<file path="config.mk">
export PLATFORM = sky130hd
export DESIGN_NAME = uart_mmio_flat
export DESIGN_NICKNAME = d
export VERILOG_FILES = /design/src/rtl/uart_mmio_if.sv /design/src/rtl/uart_mmio.sv /design/src/flat_wrapper.sv
export SDC_FILE = /design/constraint.sdc
export NUM_CORES = 1
export LEC_CHECK = 0
export ABC_AREA = 0
export CAP_MARGIN = 20
export CORE_ASPECT_RATIO = 1.2
export CORE_MARGIN = 2
export CORE_UTILIZATION = 56
export CTS_BUF_LIST = sky130_fd_sc_hd__clkbuf_16
export DETAILED_ROUTE_END_ITERATION = 10
export PLACE_DENSITY = 0.89
export SLEW_MARGIN = 20
export SYNTH_ARGS = -nofsm -noshare
export SYNTH_HDL_FRONTEND = slang
export SYNTH_SLANG_ARGS = --single-unit
</file>
<file path="constraint.sdc">
create_clock -name clk -period 3.55 [get_ports clk]
set_input_delay 0.5325 -clock clk [delete_from_list [all_inputs] [get_ports clk]]
set_output_delay 0.5325 -clock clk [all_outputs]
set_load 0.02 [all_outputs]
</file>
<file path="src/rtl/uart_mmio_if.sv">
// Operand-bus view of the UART MMRs: core drives strobe/address/data, peripheral returns
// combinational read data and an address-hit flag used for read-data steering.
interface uart_mmio_if;
   logic        enable;
   logic        rw;
   logic [31:0] addr;
   logic [31:0] wdata;
   logic [31:0] rdata;
   logic        hit;

   modport master (
      output enable, rw, addr, wdata,
      input  rdata, hit
   );

   modport slave (
      input  enable, rw, addr, wdata,
      output rdata, hit
   );
endinterface

</file>
<file path="src/rtl/uart_mmio.sv">
// Memory-mapped 8N1 UART with TX/RX byte FIFOs; txd falls one edge after a write into an idle path.
// No bus backpressure: TX pushes into a full FIFO are dropped, RX bytes arriving into a full FIFO set rx_overrun.
module uart_mmio #(
   parameter logic [31:0] BASE         = 32'h200,
   parameter int          CLKS_PER_BIT = 434,
   parameter int          FIFO_DEPTH   = 8
) (
   input  logic          clk,
   input  logic          reset,
   uart_mmio_if.slave    bus,
   input  logic          rxd,
   output logic          txd
);

   localparam int AW = $clog2(FIFO_DEPTH);
   localparam int CW = AW + 1;
   localparam int DW = $clog2(CLKS_PER_BIT);
   localparam logic [DW-1:0] BIT_LAST  = DW'(CLKS_PER_BIT - 1);
   localparam logic [DW-1:0] HALF_LAST = DW'(CLKS_PER_BIT / 2 - 1);
   localparam int TXF = 0;
   localparam int RXF = 1;

   typedef enum logic [1:0] {S_IDLE, S_START, S_DATA, S_STOP} uart_state_e;

   // ---------------- access decode ----------------
   logic wr_tx, rd_rx, rd_st;
   logic unused_wdata;

   assign wr_tx        = bus.enable &  bus.rw & (bus.addr == BASE);
   assign rd_rx        = bus.enable & ~bus.rw & (bus.addr == BASE + 32'd1);
   assign rd_st        = bus.enable & ~bus.rw & (bus.addr == BASE + 32'd2);
   assign bus.hit      = bus.enable & (bus.addr >= BASE) & (bus.addr <= BASE + 32'd2);
   assign unused_wdata = ^bus.wdata[31:8];

   // ---------------- FIFOs (index TXF / RXF) ----------------
   logic [1:0]    f_in_vld, f_out_rdy, f_out_vld;
   logic [7:0]    f_in_dat  [2];
   logic [7:0]    f_out_dat [2];
   logic [CW-1:0] f_count   [2];

   for (genvar g = 0; g < 2; g++) begin : g_fifo
      logic [7:0]    mem [FIFO_DEPTH];
      logic [AW-1:0] wr_ptr, rd_ptr;
      logic          do_push, do_pop;

      assign f_out_vld[g] = (f_count[g] != '0);
      assign do_pop       = f_out_rdy[g] & f_out_vld[g];
      // A full FIFO still accepts a push when a pop frees a slot on the same edge.
      assign do_push      = f_in_vld[g] & ((f_count[g] != CW'(FIFO_DEPTH)) | do_pop);
      assign f_out_dat[g] = mem[rd_ptr];

      always_ff @(posedge clk or posedge reset) begin
         if (reset) begin
            wr_ptr     <= '0;
            rd_ptr     <= '0;
            f_count[g] <= '0;
         end else begin
            if (do_push) wr_ptr <= wr_ptr + AW'(1);
            if (do_pop)  rd_ptr <= rd_ptr + AW'(1);
            if (do_push & ~do_pop)      f_count[g] <= f_count[g] + CW'(1);
            else if (do_pop & ~do_push) f_count[g] <= f_count[g] - CW'(1);
         end
      end

      always_ff @(posedge clk) begin
         if (do_push) mem[wr_ptr] <= f_in_dat[g];
      end
   end

   // ---------------- TX FSM ----------------
   uart_state_e   tx_state, tx_state_n;
   logic [DW-1:0] tx_div, tx_div_n;
   logic [2:0]    tx_bit, tx_bit_n;
   logic [7:0]    tx_sh, tx_sh_n;
   logic          txd_n, tx_pop;
   logic          tx_bit_done;

   assign tx_bit_done   = (tx_div == BIT_LAST);
   assign f_in_vld[TXF] = wr_tx;
   assign f_in_dat[TXF] = bus.wdata[7:0];
   assign f_out_rdy[TXF] = tx_pop;

   always_ff @(posedge clk or posedge reset) begin
      if (reset) begin
         tx_state <= S_IDLE;
         tx_div   <= '0;
         tx_bit   <= '0;
         tx_sh    <= '0;
         txd      <= 1'b1;
      end else begin
         tx_state <= tx_state_n;
         tx_div   <= tx_div_n;
         tx_bit   <= tx_bit_n;
         tx_sh    <= tx_sh_n;
         txd      <= txd_n;
      end
   end

   always_comb begin
      tx_state_n = tx_state;
      tx_div_n   = tx_div;
      tx_bit_n   = tx_bit;
      tx_sh_n    = tx_sh;
      txd_n      = txd;
      tx_pop     = 1'b0;
      case (tx_state)
         S_IDLE: begin
            txd_n = 1'b1;
            if (f_out_vld[TXF]) begin
               tx_pop     = 1'b1;
               tx_sh_n    = f_out_dat[TXF];
               tx_div_n   = '0;
               tx_state_n = S_START;
               txd_n      = 1'b0;
            end
         end
         S_START: begin
            if (tx_bit_done) begin
               tx_div_n   = '0;
               tx_bit_n   = '0;
               tx_state_n = S_DATA;
               txd_n      = tx_sh[0];
            end else begin
               tx_div_n = tx_div + DW'(1);
            end
         end
         S_DATA: begin
            if (tx_bit_done) begin
               tx_div_n = '0;
               if (tx_bit == 3'd7) begin
                  tx_state_n = S_STOP;
                  txd_n      = 1'b1;
               end else begin
                  tx_bit_n = tx_bit + 3'd1;
                  tx_sh_n  = tx_sh >> 1;
                  txd_n    = tx_sh[1];
               end
            end else begin
               tx_div_n = tx_div + DW'(1);
            end
         end
         S_STOP: begin
            if (tx_bit_done) begin
               tx_div_n = '0;
               // Chain straight into the next start bit so queued bytes leave with no idle gap.
               if (f_out_vld[TXF]) begin
                  tx_pop     = 1'b1;
                  tx_sh_n    = f_out_dat[TXF];
                  tx_state_n = S_START;
                  txd_n      = 1'b0;
               end else begin
                  tx_state_n = S_IDLE;
                  txd_n      = 1'b1;
               end
            end else begin
               tx_div_n = tx_div + DW'(1);
            end
         end
         default: tx_state_n = S_IDLE;
      endcase
   end

   // ---------------- RX synchronizer + FSM ----------------
   logic          rs_meta, rs;
   uart_state_e   rx_state, rx_state_n;
   logic [DW-1:0] rx_div, rx_div_n;
   logic [2:0]    rx_bit, rx_bit_n;
   logic [7:0]    rx_sh, rx_sh_n;
   logic          rx_push, ferr_set;

   assign f_in_vld[RXF]  = rx_push;
   assign f_in_dat[RXF]  = rx_sh;
   assign f_out_rdy[RXF] = rd_rx;

   always_ff @(posedge clk or posedge reset) begin
      if (reset) begin
         rs_meta  <= 1'b1;
         rs       <= 1'b1;
         rx_state <= S_IDLE;
         rx_div   <= '0;
         rx_bit   <= '0;
         rx_sh    <= '0;
      end else begin
         rs_meta  <= rxd;
         rs       <= rs_meta;
         rx_state <= rx_state_n;
         rx_div   <= rx_div_n;
         rx_bit   <= rx_bit_n;
         rx_sh    <= rx_sh_n;
      end
   end

   always_comb begin
      rx_state_n = rx_state;
      rx_div_n   = rx_div;
      rx_bit_n   = rx_bit;
      rx_sh_n    = rx_sh;
      rx_push    = 1'b0;
      ferr_set   = 1'b0;
      case (rx_state)
         S_IDLE: begin
            if (!rs) begin
               rx_div_n   = '0;
               rx_state_n = S_START;
            end
         end
         S_START: begin
            // Half-bit check rejects short low glitches and centres later samples.
            if (rx_div == HALF_LAST) begin
               rx_div_n   = '0;
               rx_bit_n   = '0;
               rx_state_n = rs ? S_IDLE : S_DATA;
            end else begin
               rx_div_n = rx_div + DW'(1);
            end
         end
         S_DATA: begin
            if (rx_div == BIT_LAST) begin
               rx_div_n = '0;
               rx_sh_n  = {rs, rx_sh[7:1]};
               if (rx_bit == 3'd7) rx_state_n = S_STOP;
               else                rx_bit_n   = rx_bit + 3'd1;
            end else begin
               rx_div_n = rx_div + DW'(1);
            end
         end
         S_STOP: begin
            if (rx_div == BIT_LAST) begin
               rx_div_n   = '0;
               rx_push    = rs;
               ferr_set   = ~rs;
               rx_state_n = S_IDLE;
            end else begin
               rx_div_n = rx_div + DW'(1);
            end
         end
         default: rx_state_n = S_IDLE;
      endcase
   end

   // ---------------- status ----------------
   logic rx_overrun, frame_err, ovr_set;
   logic tx_full, tx_empty, tx_busy, rx_avail;

   assign tx_full  = (f_count[TXF] == CW'(FIFO_DEPTH));
   assign tx_empty = (f_count[TXF] == '0);
   assign tx_busy  = (tx_state != S_IDLE);
   assign rx_avail = f_out_vld[RXF];
   assign ovr_set  = rx_push & (f_count[RXF] == CW'(FIFO_DEPTH)) & ~rd_rx;

   // A set on the same edge as a status read wins over the clear.
   always_ff @(posedge clk or posedge reset) begin
      if (reset) begin
         rx_overrun <= 1'b0;
         frame_err  <= 1'b0;
      end else begin
         rx_overrun <= ovr_set  | (rx_overrun & ~rd_st);
         frame_err  <= ferr_set | (frame_err  & ~rd_st);
      end
   end

   always_comb begin
      bus.rdata = 32'b0;
      if (rd_rx)
         bus.rdata = {rx_avail, 23'b0, rx_avail ? f_out_dat[RXF] : 8'h00};
      else if (rd_st)
         bus.rdata = {26'b0, frame_err, tx_busy, rx_overrun, rx_avail, tx_empty, tx_full};
   end

endmodule

</file>
<file path="src/flat_wrapper.sv">
// flat-port wrapper written by rule: the top's interface ports become plain ports
module uart_mmio_flat 
#(
   parameter logic [31:0] BASE         = 32'h200,
   parameter int          CLKS_PER_BIT = 434,
   parameter int          FIFO_DEPTH   = 8
)
  (clk, reset, rxd, txd, bus_enable, bus_rw, bus_addr, bus_wdata, bus_rdata, bus_hit);
  uart_mmio_if bus_i ();
  input  logic clk;
  input  logic reset;
  input  logic rxd;
  output logic txd;
  input wire logic [$bits(bus_i.enable)-1:0] bus_enable;
  input wire logic [$bits(bus_i.rw)-1:0] bus_rw;
  input wire logic [$bits(bus_i.addr)-1:0] bus_addr;
  input wire logic [$bits(bus_i.wdata)-1:0] bus_wdata;
  output wire logic [$bits(bus_i.rdata)-1:0] bus_rdata;
  output wire logic [$bits(bus_i.hit)-1:0] bus_hit;
  assign bus_i.enable = bus_enable;
  assign bus_i.rw = bus_rw;
  assign bus_i.addr = bus_addr;
  assign bus_i.wdata = bus_wdata;
  assign bus_rdata = bus_i.rdata;
  assign bus_hit = bus_i.hit;
  uart_mmio #(.BASE(BASE), .CLKS_PER_BIT(CLKS_PER_BIT), .FIFO_DEPTH(FIFO_DEPTH)) u_core (.clk(clk), .reset(reset), .bus(bus_i), .rxd(rxd), .txd(txd));
endmodule
</file>
### After elaboration in Yosys (flattened, before gate mapping)

Memory sizes are Yosys's and may differ from the RTL's.
Index checks and enable logic that the tools add are counted.

| word-level totals | value |
|---|---|
| RAM bits | 128 |
| output and inout port bits | 34 |
| memories kept | 2 |
| word-level logic and storage cells | 174 |
| input bits | 69 |
| bits in registers | 69 |

Memory list:

| name | words | bits a word | read ports | clocked after Yosys merged registers in | wr ports | line | text |
|---|---|---|---|---|---|---|---|
| u_core.g_fifo[0].mem | 8 | 8 | 1 | 0 | 1 | uart_mmio.sv:42 | `logic [7:0] mem [FIFO_DEPTH];` |
| u_core.g_fifo[1].mem | 8 | 8 | 1 | 0 | 1 | uart_mmio.sv:42 |  |

| cells by class | value |
|---|---|
| equal/unequal tests | 30 |
| magnitude comparators | 2 |
| add/subtract/negate cells | 12 |
| muxes and demuxes | 58 |
| reductions and logical operators | 20 |
| bitwise logic cells | 31 |

Operators with widths:

| cell | number |
|---|---|
| equality test 32 x 10 -> 1 bit, second input constant | 3 |
| two-way mux 9 bit | 5 |
| two-way mux 8 bit | 5 |
| greater-or-equal comparator 32 x 10 -> 1 bit, second input constant | 1 |
| less-or-equal comparator 32 x 10 -> 1 bit, second input constant | 1 |
| two-way mux 32 bit | 1 |
| one-hot mux 9 bit (3 select lines) | 1 |
| one-hot mux 8 bit (3 select lines) | 1 |
| two-way mux 2 bit | 11 |
| bitwise AND 1 bit | 19 |
| adder 3 x 1 -> 3 bit, second input constant | 6 |
| adder 9 x 1 -> 9 bit, second input constant | 2 |
| equality test 9 bit, second input constant | 2 |
| two-way mux 3 bit | 6 |
| != test 2 x 1 -> 1 bit, second input constant | 9 |
| one-hot mux 9 bit (2 select lines) | 1 |
| two-way mux 1 bit | 16 |
| two-way mux 4 bit | 4 |
| one-hot mux 2 bit (4 select lines) | 2 |
| one-hot mux 3 bit (2 select lines) | 2 |
| AND reduction 4 bit | 3 |
| AND reduction 5 bit | 2 |
| nonzero test 2 bit | 5 |
| equality test 9 x 8 -> 1 bit, second input constant | 1 |
| 21 further kinds | 44 |

### Depth between registers and ports, before layout

Gate-level depths: netlist of run 1.

| depth | value |
|---|---|
| word-level depth | 11 |
| gate-level depth with buffers | 15 |

### Worst setup path after synthesis of run 1

OpenSTA, ideal clock, no wires.

| path | value |
|---|---|
| path kind | input port to flip-flop |
| start point | in bus_addr[3] |
| end point | reg u_core.f_count[3] (netlist name) |
| required time | 3.425 ns |
| cell stages on the path | 14 |
| arrival time | 3.126 ns |
| slack | 0.299 ns |
| path buffers | 1 |
| cells stage by stage | or4_4 -> or3b_4 -> nor4_4 -> o21ai_2 -> buf_6 -> inv_2 -> ha_1 -> inv_1 -> ha_1 -> a21o_1 -> a21oi_1 -> xnor2_1 -> nor2_1 -> xor2_1 |

| on the way | value |
|---|---|
| word-level cells in the longest chain between the ends | 8 |
| elaborated cells between the ends (all ways) | 11 |
| classes of those cells | 1 x eq/ne; 1 x mux; 8 x bitwise; 1 x reduce/logical |

RTL lines:

| what | line | text |
|---|---|---|
| start: declaration | flat_wrapper.sv:16 | `input wire logic [$bits(bus_i.addr)-1:0] bus_addr;` |
| equality test 32 x 10 -> 1 bit (*) | uart_mmio.sv:30 | `assign rd_rx = bus.enable & ~bus.rw & (bus.addr == BASE + 32'd1);` |
| bitwise AND 1 bit (*) | uart_mmio.sv:30 |  |
| bitwise AND 1 bit (*) | uart_mmio.sv:47 | `assign do_pop = f_out_rdy[g] & f_out_vld[g];` |
| OR 1 bit (*) | uart_mmio.sv:49 | `assign do_push = f_in_vld[g] & ((f_count[g] != CW'(FIFO_DEPTH)) \| do_pop);` |
| bitwise AND 1 bit (*) | uart_mmio.sv:49 |  |
| via u_core.g_fifo[1].do_push | uart_mmio.sv:44 | `logic do_push, do_pop;` |
| NOT 1 bit | uart_mmio.sv:61 | `else if (do_pop & ~do_push) f_count[g] <= f_count[g] - CW'(1);` |
| bitwise AND 1 bit | uart_mmio.sv:61 |  |
| nonzero test 2 bit (no line) | -- |  |
| end signal: indexed assignment | uart_mmio.sv:60 | `if (do_push & ~do_pop) f_count[g] <= f_count[g] + CW'(1);` |
| end signal: indexed assignment | uart_mmio.sv:61 |  |
| end: declaration | uart_mmio.sv:39 | `logic [CW-1:0] f_count [2];` |

Mark *: on every way through the listed nets, which the timed path passes. The rest lies on a longest branch.
A chain may end at the register's enable or synchronous reset.

### Worst setup path after layout of run 1

| path | value |
|---|---|
| start point | in bus_addr[3] |
| end point | out bus_rdata[7] |

| on the way | value |
|---|---|
| word-level cells in the longest chain between the ends | 3 |

RTL lines:

| what | line | text |
|---|---|---|
| equality test 32 x 10 -> 1 bit | uart_mmio.sv:30 |  |
| bitwise AND 1 bit | uart_mmio.sv:30 |  |
| two-way mux 32 bit | uart_mmio.sv:264 | `if (rd_rx)` |
| end: declaration | flat_wrapper.sv:18 | `output wire logic [$bits(bus_i.rdata)-1:0] bus_rdata;` |

No other way between the ends.

==> results of run 1 <==
layer usage:
metal	share of wire, %	vias to the layer above
li1	-	2464
met5	0	-
met2	55	204
met4	2.8	0
met1	37	2779
met3	5.6	44
timing repair:
| action | CTS | global route |
|---|---|---|
| gates resized for setup | 9 | 4 |
| cloned | 0 | 0 |
| endpoints found under the setup margin | 9 | 3 |
worst register-to-register path, delay by kind of cell (launching register included):
| family | cells | cell delay, ns |
|---|---|---|
| compound gates | 3 | 0.82 |
| simple gates | 3 | 0.81 |
| fa+ha+maj | 2 | 0.48 |
| flops | 1 | 0.43 |
| buf+inv | 3 | 0.30 |
| xor+xnor | 2 | 0.30 |
through the flow:
| stage | hold slack [ns] | util, % | instances | setup slack, ns |
|---|---|---|---|---|
| finish | 0.359 | 67.4 | 930 | 0.212 |
| global route | 0.364 | 67.4 | 930 | 0.0579 |
| CTS | 0.360 | 67.3 | 930 | 0.0183 |
| detailed placement | 0.349 | 63.5 | 898 | -0.149 |
| global placement | 0.346 | 63.5 | 898 | -0.0784 |
| floorplan | 0.345 | - | 639 | 0.299 |
final cells by class:
class | instances | area share (%)
flip-flops and latches | 197 | 52.7
well taps | 208 | 2.46
clock buffers | 17 | 4.02
multi-input cells | 377 | 30.4
inverters | 20 | 0.709
repair buffers | 96 | 8.10
clock inverters | 15 | 1.68
where the power goes:
group	total, W	internal [W]	switching, W
logic	0.000110	0.0000491	0.0000608
registers	0.00244	0.00243	0.00000119
clock network	0.00195	0.00101	0.000937
registers in the layout (all words and copies together) (netlist names), named ones only:
signal	count
u_core.g_fifo.mem	128
u_core.rx_div	9
u_core.tx_div	9
u_core.f_count	8
u_core.rx_sh	8
u_core.tx_sh	8
u_core.g_fifo.rd_ptr	6
u_core.g_fifo.wr_ptr	6
u_core.rx_bit	3
u_core.tx_bit	3
u_core.tx_state	2
u_core.frame_err	1
u_core.rs	1
u_core.rs_meta	1
u_core.rx_overrun	1
u_core.rx_state	1
u_core.txd	1
cells by family (layout without fill, tap and decap cells):
| kind of cell | Yosys count | in the layout | share of synthesized area (%) |
|---|---|---|---|
| adders and majority gates | 27 | 27 | 3.90 |
| AOI/OAI and AO/OA | 68 | 68 | 4.60 |
| DFF | 197 | 197 | 61.6 |
| muxes | 77 | 77 | 13.4 |
| and+or+nand+nor | 157 | 157 | 10.1 |
| other | 1 | 23 | 0.0414 |
| xor gates and xnor gates | 25 | 25 | 2.42 |
| buffers and inverters | 65 | 148 | 3.97 |
cell usage in the layout (no fill, tap or decap), types with 5 or more instances in the layout:
cell type,count
dlygate4sd2_1,7
dfrtp_1,66
inv_6,5
mux2_2,28
o21ai_0,26
clkbuf_16,17
ha_1,25
a31oi_1,8
nand2_1,31
inv_1,18
a21oi_1,11
buf_4,41
conb_1,23
mux2i_1,14
nor2_1,43
nor4_1,5
nand4_1,10
xnor2_1,14
nor4_2,5
inv_8,5
nor3_1,10
nand3_1,7
xor2_1,11
nand2b_1,5
mux4_2,32
clkdlybuf4s50_1,45
nor2b_1,7
edfxtp_1,128
worst paths after layout:
kind	end	depth (start not counted)
setup / recovery	bus_rdata[7]	8
hold / removal	u_core.rs	0
setup reg to reg	u_core.f_count[7]	13
hold reg to reg	u_core.rs	0
max in group asynchronous	u_core.rs_meta	3
min in group asynchronous	u_core.rx_state[0]	2
==> impl_metrics.csv, run 1 <==
group,metric,value,unit
timing,fin_crit_sh,94.0,%
final_layout,n_fill_cell,995,
synthesis,ys.warnings.count,0,
detailed_routing,antenna_left,0,
worst_hold_path,holdCritStartpoint,"u_core.rs_meta",
global_route,grt_pass1_wl,30300,um
pwr,total_power,0.00450,W
synthesis,post-synth-top-count-cell,"edfxtp_1",
pwr,p_leak,4.17,nW
floorplan,pin_count,103,
final_layout,drive_gt1_share,22.4,%
cts,clk_latency,0.44,ns
timing,fin_skew,0.0125,ns
pwr,vdd_drop_max,413,uV
timing,maxSlewViolCount,0,
detailed_routing,firstDrtPassIters,7,
critical_path,r2r_slack,0.32,ns
final_layout,nNetsFinal,805,
final_layout,multi_input_area,3220,um2
placement,place_area,9970,um2
floorplan,initial_utilization,57.6,%
critical_path,endpoint_kind,"primary output",
cts,cts_buffers,17,
floorplan,die_h,143,um
detailed_routing,vias,5491,
critical_path,startpoint,"bus_addr[3]",
global_route,grt_busiest_layer,"met2",
worst_hold_path,hold_class,"flop to flop",
detailed_routing,routed_wl,19000,um
cts,cts_root_buffer,"clkbuf_16",
cts,clk_pin_slew,0.07,ns
detailed_routing,wl_per_cell,20.5,um
synthesis,synth_area,9050,um2
synthesis,syn_area_per_cell,14.7,um2
placement,hpwlAfterDp,12700,um
final_layout,register_area,5570,um2
detailed_routing,viasPerCell,5.90,
placement,port_buffers,55,
floorplan,die_area,17200,um2
critical_path,cp.arrival,2.81,ns
timing,tns,0,ns
synthesis,synth_area_leader_cell,"edfxtp_1",
timing,period_minus_slack,3.34,ns
synthesis,synth_edf_count,128,
global_route,grt_util_met3,5.19,%
critical_path,slowest_stage,"or4_4",
global_route,grtUsageMet1,27.0,%
timing,tightest_slew,0.903,ns
placement,gp_congestion,0.868,
final_layout,diodes,0,
detailed_routing,dr.first_iter.drc_count,410,
floorplan,rows,50,
synthesis,post-synth-top-area-fraction,42.5,%
critical_path,cp_top_family,"simple AND/OR/NAND/NOR gates",
cts,cts_sinks,197,
cts,cts_buffer_depth,2,
synthesis,synth-seq-cells,197,
timing,setup_violations,0,
synthesis,yosysUniqueCellTypes,66,
cts,hold_buffers,0,
flow_run,max-cap-violations,0,
critical_path,worstReg2RegStart,"u_core.tx_div[2]",
final_layout,design_area,10600,um2
synthesis,synth_seq_area_share,61.6,%
global_route,first_global_vias,5751,
global_route,overflow,0,
global_route,grt_max_degree,26,
critical_path,max_stage_delay,0.54,ns
global_route,grt_use_total,23.6,%
pwr,power_density,425,nW/um2
critical_path,required,3.02,ns
detailed_routing,drc,0,
timing,rsz0062_at_grt,"false",
synthesis,async_reset_ff_share,35.0,%
timing,final_hold_viol_count,0,
global_route,use_met2,42.4,%
critical_path,cp_cell_sequence,"clkdlybuf4s50_1, or4_4, or3b_4, nor3_4, buf_4, nand2_4, nor2_1, dlygate4sd2_1",
timing,clock.fmax,300,MHz
timing,slew_headroom,38.1,%
synthesis,synth_ff_type,"edfxtp_1",
cts,cts_tree,"done",
floorplan,coreArea,15700,um2
global_route,antenna_found_initial,1,
cts,htree_num_levels,4,
run_status,status,"completed",
final_layout,area_growth,17.0,%
critical_path,cp_num_buf_inv,3,
critical_path,start_kind,"input pin",
critical_path,crit_fanout,7,
critical_path,path_class,"input pin to primary output",
floorplan,die_w,120,um
synthesis,yosys-top-cells-count,"edfxtp_1 (128), dfrtp_1 (66), nor2_1 (43), mux4_2 (32), nand2_1 (31)",
cts,post_cts_buffers,0,
synthesis,synthCells,617,
synthesis,synth_area_leaders,"edfxtp_1 (42%), dfrtp_1 (18%), mux4_2 (8.0%), mux2_2 (3.5%), ha_1 (3.5%)",
(Power assumes the default switching activity.)
==> inputs of run 2 (changes only) <==
GPL_TIMING_DRIVEN = 0   (was not set)
==> run 2 against run 1 <==
  * Fmax shrank 5.1%
  * Combinational power is 25% higher
  * First-iteration DRC count is 32% higher
  * Sequential share of layout area fell by 1.1 points
  * Hold slack got worse by 0.0028 ns
  * Largest power group unchanged
==> impl_metrics.csv, run 2 (same netlist as run 1, synthesis figures left out) <==
group,metric,value,unit
floorplan,die_area,17200,um2
run_status,status,"completed",
cts,clk_pin_slew,0.07,ns
timing,maxSlewViolCount,0,
cts,cts_sinks,197,
pwr,total_power,0.00448,W
critical_path,cp_num_buf_inv,2,
cts,cts_buffer_depth,2,
floorplan,die_w,120,um
detailed_routing,wl_per_cell,21.0,um
detailed_routing,dr.first_iter.drc_count,542,
floorplan,coreArea,15700,um2
timing,final_hold_viol_count,0,
critical_path,crit_fanout,5,
detailed_routing,viasPerCell,5.83,
detailed_routing,routed_wl,19800,um
pwr,p_leak,4.21,nW
timing,setup_violations,0,
global_route,grt_pass1_wl,30400,um
detailed_routing,drc,0,
cts,htree_num_levels,4,
floorplan,initial_utilization,57.6,%
critical_path,cp_top_family,"simple AND/OR/NAND/NOR gates",
final_layout,drive_gt1_share,23.7,%
critical_path,required,3.02,ns
final_layout,largest_reg_flops,128,
final_layout,nNetsFinal,820,
timing,tightest_slew,0.925,ns
timing,slew_headroom,37.8,%
pwr,power_density,415,nW/um2
timing,clock.fmax,284,MHz
placement,gp_congestion,0.856,
final_layout,n_fill_cell,1008,
detailed_routing,vias,5508,
global_route,grt_use_total,23.6,%
critical_path,cp.arrival,2.99,ns
detailed_routing,antenna_left,0,
pwr,vdd_drop_max,574,uV
critical_path,endpoint_kind,"primary output",
global_route,grt_max_degree,54,
global_route,antenna_found_initial,1,
timing,period_minus_slack,3.52,ns
placement,port_buffers,55,
flow_run,max-cap-violations,0,
critical_path,path_common_cell,"clkdlybuf4s50_1",
detailed_routing,firstDrtPassIters,7,
worst_hold_path,hold_class,"flop to flop",
floorplan,die_h,143,um
final_layout,mostFrequentLayoutCells,"edfxtp_1 (128), dfrtp_1 (66), clkdlybuf4s50_1 (47), nor2_1 (43), buf_4 (33)",
critical_path,max_stage_delay,0.65,ns
global_route,overflow,0,
timing,tns,0,ns
floorplan,rows,50,
cts,cts_tree,"done",
cts,cts_buffers,17,
final_layout,final_common_cell,"edfxtp_1",
cts,hold_buffers,0,
final_layout,reg.largest.list,"u_core.g_fifo.mem: 128 flops, u_core.rx_div: 9 flops, u_core.tx_div: 9 flops",
critical_path,path_class,"input pin to primary output",
timing,fin_skew,0.0108,ns
timing,rsz0062_at_grt,"true",
global_route,first_global_vias,5676,
cts,cts_root_buffer,"clkbuf_16",
timing,fin_crit_sh,99.1,%
final_layout,diodes,0,
critical_path,slowest_stage,"clkdlybuf4s50_1",
final_layout,area_growth,19.4,%
placement,hpwlAfterDp,12500,um
critical_path,cp_cell_sequence,"clkdlybuf4s50_1, nor4b_1, nand3_2, nor4_4, a21boi_0, clkdlybuf4s50_1",
floorplan,pin_count,103,
critical_path,start_kind,"input pin",
final_layout,register_area,5570,um2
final_layout,regMostFlops,"u_core.g_fifo.mem",
final_layout,multi_input_area,3370,um2
cts,clk_latency,0.44,ns
==> run 2: cell types whose count changed in the layout (fill, tap and decap cells not counted), sizes merged <==
cell           previous run  this run
dlygate4sd2               7         8
buf                      41        48
clkdlybuf4s50            45        47
clkinv                    2         3
dlymetal6s2s              3         0
clkinvlp                  2         1
clkbuf                   17        25
==> run 2: power breakdown <==
group	switching (W)	total (W)	internal, W
combinational	0.0000689	0.000137	0.0000677
sequential	0.00000116	0.00244	0.00243
clock	0.000905	0.00191	0.00100
total	0.000976	0.00448	0.00351
==> run 2: cell type report <==
class,instances,area share (%)
Sequential cell,197,51.6
Multi-Input combinational cell,377,31.2
Timing Repair Buffer,66,6.04
Clock buffer,17,3.94
Buffer,45,2.65
Tap cell,208,2.41
Clock inverter,15,1.49
Inverter,20,0.718
==> run 2: timing repair <==
action	CTS	global route
setup endpoints to repair	118	5
pin swaps	2	14
setup buffers	1	8
resized for setup	16	9
==> run 2: final timing paths <==
kind                       slack, ns              from                 to  cells past startpoint
hold reg to reg                 0.36    u_core.rs_meta          u_core.rs                      0
setup / recovery                0.03       bus_addr[7]            bus_hit                      6
min in group asynchronous       0.40             reset   u_core.tx_div[2]                      2
max in group asynchronous       2.57             reset     u_core.rs_meta                      3
setup reg to reg                0.25  u_core.tx_div[1]  u_core.f_count[7]                     16
hold / removal                  0.36    u_core.rs_meta          u_core.rs                      0
==> run 2: per-stage QoR <==
step / setup WS [ns] / hold slack, ns / area (um2) / cells / utilization (%)
detailed placement: -0.837 / 0.347 / 10000 / 903 / 63.7
CTS: 0.00721 / 0.357 / 10700 / 936 / 67.8
floorplan: 0.299 / 0.345 / 9130 / 639 / -
global placement: -0.708 / 0.346 / 9940 / 902 / 63.3
finish: 0.0319 / 0.357 / 10800 / 945 / 68.8
global route: -0.129 / 0.365 / 10800 / 945 / 68.8
==> run 2: metal layers <==
| metal | global-route usage [%] | vias to the layer above | routed length, um |
|---|---|---|---|
| li1 | - | 2495 | - |
| met1 | 26.9 | 2757 | 7530 |
| met2 | 42.8 | 200 | 10700 |
| met3 | 5.31 | 54 | 1000 |
| met4 | 10.0 | 2 | 592 |
| met5 | 0 | - | 13 |
==> inputs of run 3 (changes only) <==
CORE_ASPECT_RATIO = not set   (was 1.2)
SKIP_LAST_GASP = 1   (was not set)
==> run 3 against run 2 <==
  * Sequential power barely moved
  * Worst setup slack got worse by 0.012 ns
  * Clock skew fell by 0.0039 ns
  * First-iteration DRC count rose by 2.2%
  * Total power fell by 2.0%
  * Final cell count rose by 0.85%
  * Count of clock-buffer cells in the layout rose by 1
  * Largest cell class unchanged
==> impl_metrics.csv, run 3 (same netlist as run 1, synthesis figures left out) <==
group,metric,value,unit
placement,port_buffers,55,
pwr,power_density,409,nW/um2
cts,cts_tree,"done",
pwr,power_switching,0.000938,W
pwr,power.internal,0.00346,W
critical_path,r2r_slack,0.02,ns
global_route,first_global_vias,5743,
pwr,comb_power_share,3.0,%
pwr,p_seq_share,55.5,%
run_status,status,"completed",
detailed_routing,wl_per_cell,20.3,um
final_layout,mostFrequentLayoutCells,"edfxtp_1 (128), dfrtp_1 (66), clkdlybuf4s50_1 (45), nor2_1 (43), buf_4 (34)",
timing,period_minus_slack,3.53,ns
critical_path,ff2ff_path_depth,13,
final_layout,diodes,0,
floorplan,coreArea,15800,um2
final_layout,fin_cells,953,
final_layout,regMostFlops,"u_core.g_fifo.mem",
final_layout,register_area,5570,um2
timing,slew_headroom,26.1,%
timing,clock.fmax,283,MHz
global_route,grt_max_degree,56,
floorplan,die_h,131,um
worst_hold_path,hold_end,"u_core.rs",
global_route,antenna_found_initial,0,
pwr,vdd_drop_max,316,uV
timing,final_hold_viol_count,0,
critical_path,cp.arrival,3.85,ns
detailed_routing,drc,0,
critical_path,endpoint_kind,"flop",
cts,cts_sinks,197,
detailed_routing,met2_length,9790,um
pwr,total_power,0.00439,W
floorplan,die_area,17200,um2
cts,cts_buffers,17,
detailed_routing,highest_layer,"met4",
floorplan,rows,46,
cts,clk_pin_slew,0.07,ns
detailed_routing,antenna_left,0,
critical_path,crit_fanout,5,
final_layout,nNetsFinal,820,
final_layout,final_common_cell,"edfxtp_1",
timing,tightest_slew,1.10,ns
detailed_routing,met1_length,7510,um
timing,fin_crit_sh,99.4,%
final_layout,n_fill_cell,977,
final_layout,final_core_util,67.8,%
detailed_routing,routed_wl,19400,um
critical_path,path_class,"flop to flop",
timing,maxSlewViolCount,0,
floorplan,pin_count,103,
floorplan,die_w,131,um
final_layout,drive_gt1_share,23.5,%
global_route,grt_pass1_wl,30500,um
pwr,sw_frac_of_total,21.3,%
global_route,overflow,0,
final_layout,area_growth,18.6,%
detailed_routing,dr.first_iter.drc_count,554,
cts,cts_buffer_depth,2,
cts,hold_buffers,0,
final_layout,multi_input_area,3310,um2
detailed_routing,vias,5627,
placement,gp_congestion,0.854,
cts,cts_root_buffer,"clkbuf_16",
cts,clk_latency,0.44,ns
critical_path,cp_cell_sequence,"nor4b_1, a31oi_1, o211ai_1, nand3_1, inv_1, ha_1, inv_1, ha_1, a21o_1, a21oi_1, xnor2_1, nor2_1, xor2_1",
final_layout,largest_reg_flops,128,
cts,htree_num_levels,4,
flow_run,max-cap-violations,0,
worst_hold_path,holdCritStartpoint,"u_core.rs_meta",
worst_hold_path,hold_depth,0,
critical_path,start_kind,"flop",
detailed_routing,wl_met3,1440,um
pwr,p_leak,4.20,nW
timing,setup_violations,0,
placement,hpwlAfterDp,12600,um
detailed_routing,firstDrtPassIters,6,
critical_path,max_stage_delay,0.55,ns
global_route,grt_use_total,23.2,%
critical_path,worstReg2RegStart,"u_core.tx_div[2]",
worst_hold_path,hold_class,"flop to flop",
critical_path,worstReg2RegEnd,"u_core.f_count[7]",
floorplan,initial_utilization,57.2,%
critical_path,slowest_stage,"nor4b_1",
detailed_routing,viasPerCell,5.90,
timing,fin_skew,0.00691,ns
placement,dp_cells,911,
timing,rsz0062_at_grt,"true",
pwr,p_clk_share,41.6,%
critical_path,required,3.87,ns
final_layout,reg.largest.list,"u_core.g_fifo.mem: 128 flops, u_core.rx_div: 9 flops, u_core.tx_div: 9 flops",
## run 3: power groups by stage
stage	clock, W	sequential [W]	combinational, W
after floorplan	0	0.00249	0.0000579
final	0.00183	0.00244	0.000130
after detailed placement	0	0.00249	0.000128
after CTS	0.00185	0.00244	0.000129
after global placement	0	0.00249	0.000120
after global routing	0.00192	0.00244	0.000140
## run 3: worst max-delay path by stage
stage | startpoint | to | cells after the start
2_1_floorplan | bus_addr[3] | u_core.f_count[3] | 14
3_3_place_gp | bus_addr[6] | u_core.f_count[7] | 14
3_5_place_dp | bus_addr[22] | u_core.f_count[7] | 14
4_1_cts | bus_addr[3] | bus_rdata[2] | 7
5_1_grt | u_core.tx_div[2] | u_core.f_count[7] | 13
6_report | u_core.tx_div[2] | u_core.f_count[7] | 13
## run 3: timing repair
item                       in CTS  in global routing
gates resized for setup        16                 12
setup buffers                   3                  7
setup endpoints to repair      12                 36
pin swaps                       2                 10
hold endpoints to repair        0                  0
## run 3: through the flow
stage,hold WS (ns),TNS [ns],setup slack (ns),area [um2]
finish,0.358,0,0.0196,10700
global route,0.363,-0.290,-0.216,10700
CTS,0.360,-0.634,-0.263,10600
detailed placement,0.349,-25.41,-0.638,10000
global placement,0.346,-27.88,-0.419,9950
floorplan,0.345,0,0.299,9130
## run 3: worst max-delay path: cells and delay by family (launching register included)
| kind | cells | cell delay, ns |
|---|---|---|
| adders and majority gates | 2 | 0.51 |
| AOI/OAI and AO/OA | 4 | 1.05 |
| xor gates and xnor gates | 2 | 0.30 |
| DFF | 1 | 0.43 |
| and+or+nand+nor | 3 | 0.86 |
| buffers and inverters | 2 | 0.25 |
## run 3: area by class of cell
type,instances,share of cell area (%)
Buffer,45,2.67
Inverter,20,0.723
Sequential cell,197,51.9
Clock buffer,18,4.20
Multi-Input combinational cell,377,30.8
Timing Repair Buffer,66,6.13
Clock inverter,14,1.03
Tap cell,216,2.52
## run 3: routing by layer
metal  GRT usage, %  vias up
met1           28.7     2766
li1               -     2498
met5              0        -
met2           39.4      305
met4           10.4        0
met3           5.25       58
